File: config.mk
export PLATFORM = sky130hd
export DESIGN_NAME = spi_acl_responder
export DESIGN_NICKNAME = d
export VERILOG_FILES = /design/src/rtl/spi_acl_responder_pkg.sv /design/src/rtl/spi_edge_sync.sv /design/src/rtl/spi_acl_responder.sv
export SDC_FILE = /design/constraint.sdc
export NUM_CORES = 1
export LEC_CHECK = 0
export BUFFER_PORTS_ARGS = -buffer_cell sky130_fd_sc_hd__clkbuf_2
export CAP_MARGIN = 10
export CORE_UTILIZATION = 45
export CTS_CLUSTER_SIZE = 8
export DETAILED_ROUTE_END_ITERATION = 8
export SLEW_MARGIN = 30
export SYNTH_ARGS = -nofsm -noshare
export SYNTH_HDL_FRONTEND = slang
export SYNTH_SLANG_ARGS = --single-unit
File: constraint.sdc
create_clock -name CLK100MHZ -period 3.6 [get_ports CLK100MHZ]
set_input_delay 0.36 -clock CLK100MHZ [delete_from_list [all_inputs] [get_ports CLK100MHZ]]
set_output_delay 0.36 -clock CLK100MHZ [all_outputs]
set_load 0.05 [all_outputs]
File: src/rtl/spi_acl_responder_pkg.sv
// Shared constants and types for the ADXL362-style SPI register responder.
package spi_acl_responder_pkg;

    // SPI command bytes understood by the responder.
    localparam logic [7:0] CMD_WRITE = 8'h0A;
    localparam logic [7:0] CMD_READ  = 8'h0B;

    // Fixed register map (6-bit register addresses).
    localparam logic [5:0] ADDR_DEVID_AD  = 6'h00;
    localparam logic [5:0] ADDR_DEVID_MST = 6'h01;
    localparam logic [5:0] ADDR_PART_ID   = 6'h02;
    localparam logic [5:0] ADDR_XDATA     = 6'h08;
    localparam logic [5:0] ADDR_YDATA     = 6'h09;
    localparam logic [5:0] ADDR_ZDATA     = 6'h0A;
    localparam logic [5:0] ADDR_XDATA_L   = 6'h0E;
    localparam logic [5:0] ADDR_XDATA_H   = 6'h0F;
    localparam logic [5:0] ADDR_YDATA_L   = 6'h10;
    localparam logic [5:0] ADDR_YDATA_H   = 6'h11;
    localparam logic [5:0] ADDR_ZDATA_L   = 6'h12;
    localparam logic [5:0] ADDR_ZDATA_H   = 6'h13;

    // Transaction phases of the responder.
    typedef enum logic [2:0] {
        ST_IDLE = 3'd0,
        ST_CMD  = 3'd1,
        ST_ADDR = 3'd2,
        ST_DATA = 3'd3,
        ST_SKIP = 3'd4
    } acl_state_t;

    // High byte of a 12-bit signed sample: sign-extended bits [11:8].
    function automatic logic [7:0] sample_hi(input logic [11:0] s);
        return {{4{s[11]}}, s[11:8]};
    endfunction

endpackage

File: src/rtl/spi_edge_sync.sv
// Multi-flop synchronizer for one asynchronous SPI line, with level and
// single-cycle rise/fall pulses in the system clock domain.
module spi_edge_sync #(
    parameter int SYNC_STAGES = 2
) (
    input  logic clk,
    input  logic reset,
    input  logic async_in,
    output logic level,
    output logic rise,
    output logic fall
);

    logic [SYNC_STAGES-1:0] sync_q;
    logic                   prev_q;

    // Shift the asynchronous input through the synchronizer and keep the
    // previous synchronized value for edge detection.
    always_ff @(posedge clk) begin
        // NOTE: non-blocking assignments make every flop capture its
        // neighbour's pre-edge value, which is what makes this a shift chain.
        if (reset) begin
            sync_q <= '0;
            prev_q <= 1'b0;
        end else begin
            sync_q <= {sync_q[SYNC_STAGES-2:0], async_in};
            prev_q <= sync_q[SYNC_STAGES-1];
        end
    end

    assign level = sync_q[SYNC_STAGES-1];
    assign rise  = level & ~prev_q;
    assign fall  = ~level & prev_q;

endmodule

File: src/rtl/spi_acl_responder.sv
// SPI mode-0 slave emulating the ADXL362 register interface: IDs, live
// X/Y/Z samples (snapshotted per transaction) and a bank of config registers.
module spi_acl_responder
    import spi_acl_responder_pkg::*;
#(
    parameter int         SYNC_STAGES = 2,
    parameter logic [7:0] DEVID_AD    = 8'hAD,
    parameter logic [7:0] DEVID_MST   = 8'h1D,
    parameter logic [7:0] PART_ID     = 8'hF2,
    parameter logic [5:0] CFG_BASE    = 6'h1F,
    parameter int         NUM_CFG     = 16
) (
    input  logic        CLK100MHZ,
    input  logic        reset,
    input  logic        sclk,
    input  logic        cs_n,
    input  logic        mosi,
    output logic        miso,
    output logic        miso_oe,
    input  logic [11:0] x_data,
    input  logic [11:0] y_data,
    input  logic [11:0] z_data,
    output logic        wr_strobe,
    output logic [5:0]  wr_addr,
    output logic [7:0]  wr_data,
    output logic        busy,
    output logic [15:0] txn_count
);

    localparam int CFG_IDX_W = (NUM_CFG > 1) ? $clog2(NUM_CFG) : 1;

    logic sclk_level, sclk_rise, sclk_fall;
    logic cs_level, cs_rise, cs_fall;
    logic mosi_level, mosi_rise, mosi_fall;
    logic unused_sync;

    acl_state_t state, next_state;

    logic                 cs_armed;
    logic                 is_write;
    logic                 load_pending;
    logic [2:0]           bit_cnt;
    logic [6:0]           rx_shift;
    logic [7:0]           rx_byte;
    logic [6:0]           tx_shift;
    logic [7:0]           read_byte;
    logic [5:0]           addr_ptr;
    logic [5:0]           cfg_off;
    logic [CFG_IDX_W-1:0] cfg_idx;
    logic                 in_cfg;
    logic                 byte_done;
    logic                 txn_start;
    logic [11:0]          shadow_x, shadow_y, shadow_z;
    logic [7:0]           cfg_regs [NUM_CFG];

    spi_edge_sync #(.SYNC_STAGES(SYNC_STAGES)) u_sclk_sync (
        .clk(CLK100MHZ), .reset(reset), .async_in(sclk),
        .level(sclk_level), .rise(sclk_rise), .fall(sclk_fall)
    );

    spi_edge_sync #(.SYNC_STAGES(SYNC_STAGES)) u_cs_sync (
        .clk(CLK100MHZ), .reset(reset), .async_in(cs_n),
        .level(cs_level), .rise(cs_rise), .fall(cs_fall)
    );

    spi_edge_sync #(.SYNC_STAGES(SYNC_STAGES)) u_mosi_sync (
        .clk(CLK100MHZ), .reset(reset), .async_in(mosi),
        .level(mosi_level), .rise(mosi_rise), .fall(mosi_fall)
    );

    // Only edges of cs_n and sclk, and the level of mosi, drive the protocol.
    assign unused_sync = ^{sclk_level, cs_level, mosi_rise, mosi_fall};

    // The completed byte includes the bit being sampled on this sclk rise.
    assign rx_byte   = {rx_shift, mosi_level};
    assign byte_done = sclk_rise && (bit_cnt == 3'd7) && (state != ST_IDLE);
    // A transaction only starts once cs_n has been seen high since reset.
    assign txn_start = cs_fall && cs_armed && (state == ST_IDLE);

    assign cfg_off = addr_ptr - CFG_BASE;
    assign cfg_idx = cfg_off[CFG_IDX_W-1:0];
    assign in_cfg  = (addr_ptr >= CFG_BASE) && ({1'b0, cfg_off} < 7'(NUM_CFG));

    // State register.
    always_ff @(posedge CLK100MHZ) begin
        if (reset) state <= ST_IDLE;
        else       state <= next_state;
    end

    // Next-state logic: phase advances per completed byte, cs_n rise aborts.
    always_comb begin
        // NOTE: next_state gets a default before any branch, so every path
        // assigns it and no latch is inferred.
        next_state = state;
        if (cs_rise) begin
            next_state = ST_IDLE;
        end else begin
            case (state)
                ST_IDLE: if (txn_start) next_state = ST_CMD;
                ST_CMD:  if (byte_done) begin
                    if (rx_byte == CMD_READ || rx_byte == CMD_WRITE) next_state = ST_ADDR;
                    else                                             next_state = ST_SKIP;
                end
                ST_ADDR: if (byte_done) next_state = ST_DATA;
                default: next_state = state;
            endcase
        end
    end

    // Read map: config range first, then fixed IDs and sample bytes.
    always_comb begin
        read_byte = 8'h00;
        if (in_cfg) begin
            read_byte = cfg_regs[cfg_idx];
        end else begin
            case (addr_ptr)
                ADDR_DEVID_AD:  read_byte = DEVID_AD;
                ADDR_DEVID_MST: read_byte = DEVID_MST;
                ADDR_PART_ID:   read_byte = PART_ID;
                ADDR_XDATA:     read_byte = shadow_x[11:4];
                ADDR_YDATA:     read_byte = shadow_y[11:4];
                ADDR_ZDATA:     read_byte = shadow_z[11:4];
                ADDR_XDATA_L:   read_byte = shadow_x[7:0];
                ADDR_XDATA_H:   read_byte = sample_hi(shadow_x);
                ADDR_YDATA_L:   read_byte = shadow_y[7:0];
                ADDR_YDATA_H:   read_byte = sample_hi(shadow_y);
                ADDR_ZDATA_L:   read_byte = shadow_z[7:0];
                ADDR_ZDATA_H:   read_byte = sample_hi(shadow_z);
                default:        read_byte = 8'h00;
            endcase
        end
    end

    // Datapath: bit counting, shift registers, address pointer, config writes.
    always_ff @(posedge CLK100MHZ) begin
        if (reset) begin
            cs_armed     <= 1'b0;
            is_write     <= 1'b0;
            load_pending <= 1'b0;
            bit_cnt      <= 3'd0;
            rx_shift     <= 7'd0;
            tx_shift     <= 7'd0;
            addr_ptr     <= 6'd0;
            shadow_x     <= 12'd0;
            shadow_y     <= 12'd0;
            shadow_z     <= 12'd0;
            miso         <= 1'b0;
            miso_oe      <= 1'b0;
            busy         <= 1'b0;
            wr_strobe    <= 1'b0;
            wr_addr      <= 6'd0;
            wr_data      <= 8'd0;
            txn_count    <= 16'd0;
            // NOTE: the config array is cleared in the reset branch because an
            // unwritten register must read back 0; this keeps it in flops.
            for (int i = 0; i < NUM_CFG; i++) cfg_regs[i] <= 8'h00;
        end else begin
            wr_strobe    <= 1'b0;
            load_pending <= 1'b0;
            if (cs_rise) begin
                cs_armed <= 1'b1;
                busy     <= 1'b0;
                miso_oe  <= 1'b0;
                miso     <= 1'b0;
                bit_cnt  <= 3'd0;
                tx_shift <= 7'd0;
                if (state != ST_IDLE) txn_count <= txn_count + 16'd1;
            end else if (txn_start) begin
                busy     <= 1'b1;
                miso_oe  <= 1'b1;
                miso     <= 1'b0;
                bit_cnt  <= 3'd0;
                is_write <= 1'b0;
                shadow_x <= x_data;
                shadow_y <= y_data;
                shadow_z <= z_data;
            end else if (state != ST_IDLE) begin
                if (sclk_rise) begin
                    rx_shift <= rx_byte[6:0];
                    bit_cnt  <= bit_cnt + 3'd1;
                end
                if (byte_done) begin
                    case (state)
                        ST_CMD: is_write <= (rx_byte == CMD_WRITE);
                        ST_ADDR: begin
                            addr_ptr     <= rx_byte[5:0];
                            load_pending <= !is_write;
                        end
                        ST_DATA: begin
                            if (is_write && in_cfg) begin
                                cfg_regs[cfg_idx] <= rx_byte;
                                wr_strobe         <= 1'b1;
                                wr_addr           <= addr_ptr;
                                wr_data           <= rx_byte;
                            end
                            addr_ptr     <= addr_ptr + 6'd1;
                            load_pending <= !is_write;
                        end
                        default: ;
                    endcase
                end
                // The fall that closes a byte (bit_cnt wrapped to 0) must not
                // shift: the freshly loaded MSB has to survive to the next rise.
                if (load_pending) begin
                    miso     <= read_byte[7];
                    tx_shift <= read_byte[6:0];
                end else if (sclk_fall && bit_cnt != 3'd0 && state == ST_DATA && !is_write) begin
                    miso     <= tx_shift[6];
                    tx_shift <= {tx_shift[5:0], 1'b0};
                end
            end
        end
    end

endmodule
* Yosys cells after proc, flatten, opt, wreduce, memory -nomap -nowiden
Memory sizes are Yosys's and may differ from the RTL's. Cells that the tools add are included.
Storage, ports and cells: input port bits 41, memory bits (writable) 128, register bits 106, logic and storage cells 127, output and inout port bits 34, memories 1
Memory list:
- cfg_regs | depth 16, width 8, read ports 1, clocked after memory_dff 0, wr ports 16, line spi_acl_responder.sv:54 | logic [7:0] cfg_regs [NUM_CFG];
Operators by class: bitwise logic cells 13, mux-type cells 29, equality and inequality tests 20, magnitude comparators 2, reduce and logical (&&, ||, !) cells 36, add/subtract/negate cells 4
Operators by type and width (number):
- 8-bit case mux with 12 select lines | 1
- 6-bit by 4-bit equality test with 1-bit output (second input constant) | 5
- 6-bit by 5-bit equality test with 1-bit output (second input constant) | 4
- 1-bit two-way mux | 17
- 16-bit by 1-bit adder with 16-bit output (second input constant) | 1
- 8-bit by 4-bit equality test with 1-bit output (second input constant) | 2
- 8-bit two-way mux | 2
- 7-bit two-way mux | 2
- 3-bit two-way mux | 4
- 6-bit case mux with 2 select lines | 1
- 4-bit AND reduction | 3
- 2-bit nonzero test | 5
- 1-bit logical AND | 9
- 1-bit NOT | 9
- 3-bit case mux with 3 select lines | 1
- 3-bit nonzero test | 3
- 2-bit AND reduction | 4
- 8-bit OR reduction | 1
- 6-bit by 1-bit adder with 6-bit output (second input constant) | 1
- 3-bit by 2-bit equality test with 1-bit output (second input constant) | 2
- 6-bit by 1-bit equality test with 1-bit output (second input constant) | 1
- 6-bit by 2-bit equality test with 1-bit output (second input constant) | 1
- 6-bit by 5-bit >= comparator with 1-bit output (second input constant) | 1
- 6-bit zero test | 1
- other kinds (17) | 23

* Logic depth before layout (Yosys ltp)
depth in word-level cells 14, depth in mapped cells 13, mapped depth without buffers 7

* Hierarchy
From an unflattened synthesis, not the netlist that was laid out.
Second synthesis, totals: cell total of the unflattened synthesis 981, area, all modules 10941.7 sq um
Modules (own cells, without submodules):
- spi_acl_responder | area an instance 10667.7 sq um, instances 1, cells an instance 957, sequential area each 5805.6 sq um
- spi_edge_sync | area an instance 91.3 sq um, instances 3, cells an instance 8, sequential area each 60.1 sq um

* Least setup slack after synthesis
OpenSTA, ideal clock, no wires.
kind register -> register, start register addr_ptr[0], end register tx_shift[3], required time 3.478 ns, clock period less this slack 3.228 ns, buffers on the path 6, cell stages (with the launch flop) 13, slack 0.372 ns, setup time 0.122 ns, arrival time 3.106 ns, cell sequence dfxtp_1 -> buf_6 -> buf_6 -> buf_2 -> inv_1 -> ha_1 -> clkbuf_1 -> buf_2 -> clkbuf_1 -> mux4_2 -> mux4_2 -> nand3_1 -> nand3_1
Between the ends: word-level cells in the longest chain between the ends 5, elaborated cells between the ends (all ways) 20, those cells by class add/sub: 1; order compare: 2; eq/ne: 11; mux: 3; reduce/logical: 2; memory: 1
RTL lines:
- from (decl) | line spi_acl_responder.sv:47 | logic [5:0] addr_ptr;
- from (signal assigned) | line spi_acl_responder.sv:186 | addr_ptr <= rx_byte[5:0];
- from (signal assigned) | line spi_acl_responder.sv:196 | addr_ptr <= addr_ptr + 6'd1;
- 6-bit by 5-bit subtractor with 6-bit output | line spi_acl_responder.sv:80 | assign cfg_off = addr_ptr - CFG_BASE;
- 6-bit by 5-bit < comparator with 1-bit output | line spi_acl_responder.sv:82 | assign in_cfg = (addr_ptr >= CFG_BASE) && ({1'b0, cfg_off} < 7'(NUM_CFG));
- 1-bit logical AND | line spi_acl_responder.sv:82
- 8-bit two-way mux (*) | line spi_acl_responder.sv:113 | if (in_cfg) begin
- 7-bit two-way mux (*) | line spi_acl_responder.sv:204 | if (load_pending) begin
- to (signal assigned) | line spi_acl_responder.sv:206 | tx_shift <= read_byte[6:0];
- to (signal assigned) | line spi_acl_responder.sv:209 | tx_shift <= {tx_shift[5:0], 1'b0};
- to (decl) | line spi_acl_responder.sv:45 | logic [6:0] tx_shift;
Every way passes the cells marked *; elsewhere a longest branch is shown, timed or not. A chain may end at the register's enable or synchronous reset.

==> results.yml <==
cells_and_area:
  instances_no_fill: 1377
  syn2layout_area_growth_pct: 16.49
  final_area_mm2: 0.01274
  final_nets: 1090
  layout-drive-gt1-share_pct: 22.02
  final_cell_mix: "128 x and2_1, 128 x edfxtp_1, 105 x dfxtp_1, 98 x nand2_1, 73 x clkbuf_2"
  antenna_cells: 0
sta:
  finalHoldViolations: 0
  skew_ns: 0.02410
  min_period_over_period_pct: 80.89
  fin_crit_ns: 2.912
  tightest_slew_ns: 0.9334
  rsz0062_at_grt: "no"
  fmax_ghz: 0.3434
  maxSlewHeadroom_pct: 37.69
  setup_viol: 0
  hold_ws_ns: 0.06661
  setup_tns_ns: 0
  maxSlewViolCount: 0
global_route:
  grt_usage_pct: 22.45
  grt_overflow: 0
  grt_pass1_vias: 7002
  grt_pass1_wl_um: 41670
  antenna_found_initial: 0
  grt_max_degree: 63
place:
  dp.cells: 1322
  place_hpwl_um: 18050
  placed_area_mm2: 0.01173
  portBuffers: 74
  place.gp.congestion: 0.8858
clock_network:
  cts_sinks: 234
  cts_hold_buf: 0
  clkLatencyLatePin_ns: 0.52
  cts-resized-gates: 0
  cts_root_buffer: "clkbuf_16"
  cts_tree: "done"
  cts_setup_buffers: 0
  htree_levels: 2
  cts_buffers: 35
  clkTransAtPathRegs_ns: 0.05
  clock_path_buffers: 3
power_and_ir_drop:
  power_frac_clock_pct: 49.2
  intPower_mw: 4.784
  power.leakage_nw: 4.553
  power_frac_seq_pct: 48.4
  netSwitchingFraction_pct: 20.91
  ir_worst_vdd_mv: 0.3135
  p_per_area_mw_per_mm2: 474.6
  switching_power_mw: 1.265
  combPwrFrac_pct: 2.4
worst_hold_path:
  hp-class: "primary input to flop"
worst_setup_path:
  crit_chain: "ha_1 -> ha_1 -> nand4b_1 -> nor3_1 -> buf_4 -> o311ai_4 -> buf_4 -> nor4_4 -> or2_2"
  cp_max_fo: 9
  start_kind: "flop"
  cp.required_ns: 3.78
  end_kind: "flop"
  worstPathArrival_ns: 3.10
  max_stage_delay_ns: 0.53
  critical-path-slowest-cell: "nor4_4"
  path_class: "flop to flop"
floorplan:
  dieHeight_um: 157.9
  initial_core_util_pct: 46.19
  die_x_um: 157.9
  core_area_mm2: 0.02368
  io_pins: 75
  rows: 56
  die-area_mm2: 0.02494
routing:
  firstDrtPassIters: 7
  wirelength_um: 27030
  postRouteAntennaNets: 0
  highest_layer: "met4"
  met1_length_um: 13130
  num_vias: 7565
  drt-vias-per-instance: 5.494
  dr_wl_met3_um: 1392
  drc: 0
  met2WireLength_um: 12000
  wl_per_cell_um: 19.63
  drtIter0Drc: 727
synth:
  ys_warn_count: 0
  post_synth.cell_area_avg_um2: 11.35
  yosysUniqueCellTypes: 63
  syn_inst: 964
  synthesis.nets: 1014
  ys_ff_latch: 234
  synth_edf_count: 128
  synth_area_mm2: 0.01094
  synth_ff_type: "edfxtp_1"
  seq_area_frac_synth_pct: 54.54
  async_reset_ff_share_pct: 0
status:
  status: "complete, no violations"
flow_run:
  cap_violations: 0
==> worst max-delay path: cells and delay by family (launching register included) <==
kind                     cells  cell delay (ns)
buffers and inverters        2             0.39
AND/OR/NAND/NOR              4             1.33
flip-flops                   1             0.36
adder cells (fa/ha/maj)      2             0.37
AO/OA/AOI/OAI                1             0.15
==> area by class of cell <==
type / instances / area [um^2]
Multi-Input combinational cell: 644 / 4669
Inverter: 14 / 52.55
Tap cell: 319 / 399.1
Clock inverter: 3 / 31.28
Sequential cell: 234 / 5967
Fill cell: 2127 / 10940
Timing Repair Buffer: 111 / 663.1
Clock buffer: 52 / 960.9
==> registers in the layout, indices dropped and copies added, names as in the netlist, 7 cells and up <==
register	cells
tx_shift	7
wr_data	8
rx_shift	7
shadow_z	12
shadow_x	12
shadow_y	12
cfg_regs	128
txn_count	16
==> Yosys cell counts (all sizes together) (4+ instances only) <==
cell type | number | share of area [%]
a211oi | 6 | 0.41
a21oi | 52 | 2.4
a22o | 5 | 0.40
a22oi | 11 | 0.75
a31oi | 6 | 0.34
and2 | 128 | 7.3
and4 | 4 | 0.32
buf | 17 | 0.96
clkbuf | 55 | 1.9
dfxtp | 106 | 19
edfxtp | 128 | 35
ha | 9 | 1.0
inv | 14 | 0.48
mux2i | 22 | 2.0
mux4 | 39 | 8.0
nand2 | 98 | 3.4
nand2b | 4 | 0.23
nand3 | 33 | 1.5
nand4 | 8 | 0.46
nor2 | 68 | 2.3
nor2b | 12 | 0.69
nor3 | 8 | 0.41
nor4 | 20 | 2.4
o21ai | 20 | 0.92
o31ai | 5 | 0.39
or2 | 21 | 1.2
or3 | 5 | 0.29
xnor2 | 8 | 0.81
xor2 | 10 | 0.80
==> power groups by stage <==
stage | clock [mW] | sequential, mW | combinational [mW]
after CTS | 3.03 | 2.93 | 0.148
final | 2.97 | 2.93 | 0.146
after detailed placement | 0 | 2.98 | 0.147
after global routing | 3.15 | 2.93 | 0.158
after floorplan | 0 | 2.96 | 0.0915
after global placement | 0 | 2.98 | 0.145
==> kinds of logic (layout without fill, tap and decap cells) <==
group	after synthesis	after routing	share of synthesized area, %
AOI/OAI and AO/OA	129	129	7.572
xor gates and xnor gates	18	18	1.613
adders and majority gates	9	9	1.029
buffers and inverters	86	180	3.340
DFF	234	234	54.54
muxes	61	61	10.04
and+or+nand+nor	427	427	21.87
==> routing by layer <==
metal  track usage, %  vias up
met2            33.40      206
met5                0        -
met3            4.763       44
li1                 -     3613
met1            33.00     3702
met4            6.056        0
==> through the flow <==
step,util [%],worst slack (ns),total power [mW]
detailed placement,49.54,0.5735,3.125
global route,53.81,0.4948,6.236
global placement,49.51,0.5810,3.123
floorplan,-,0.3724,3.049
CTS,53.73,0.5372,6.102
finish,53.81,0.6880,6.049
==> final timing paths <==
check / startpoint / endpoint / slack [ns] / cells past startpoint
worst max register to register: bit_cnt[0]$_SDFFE_PP0P_ / cfg_regs[10][4]$_SDFFCE_PN0P_ / 0.69 / 9
worst min register to register: u_sclk_sync.sync_q[0]$_SDFF_PP0_ / u_sclk_sync.sync_q[1]$_SDFF_PP0_ / 0.43 / 1
worst max-delay path: bit_cnt[0]$_SDFFE_PP0P_ / cfg_regs[10][4]$_SDFFCE_PN0P_ / 0.69 / 9
worst min-delay path: cs_n / u_cs_sync.sync_q[0]$_SDFF_PP0_ / 0.07 / 2
No activity file was read; power rests on OpenSTA's default activity.
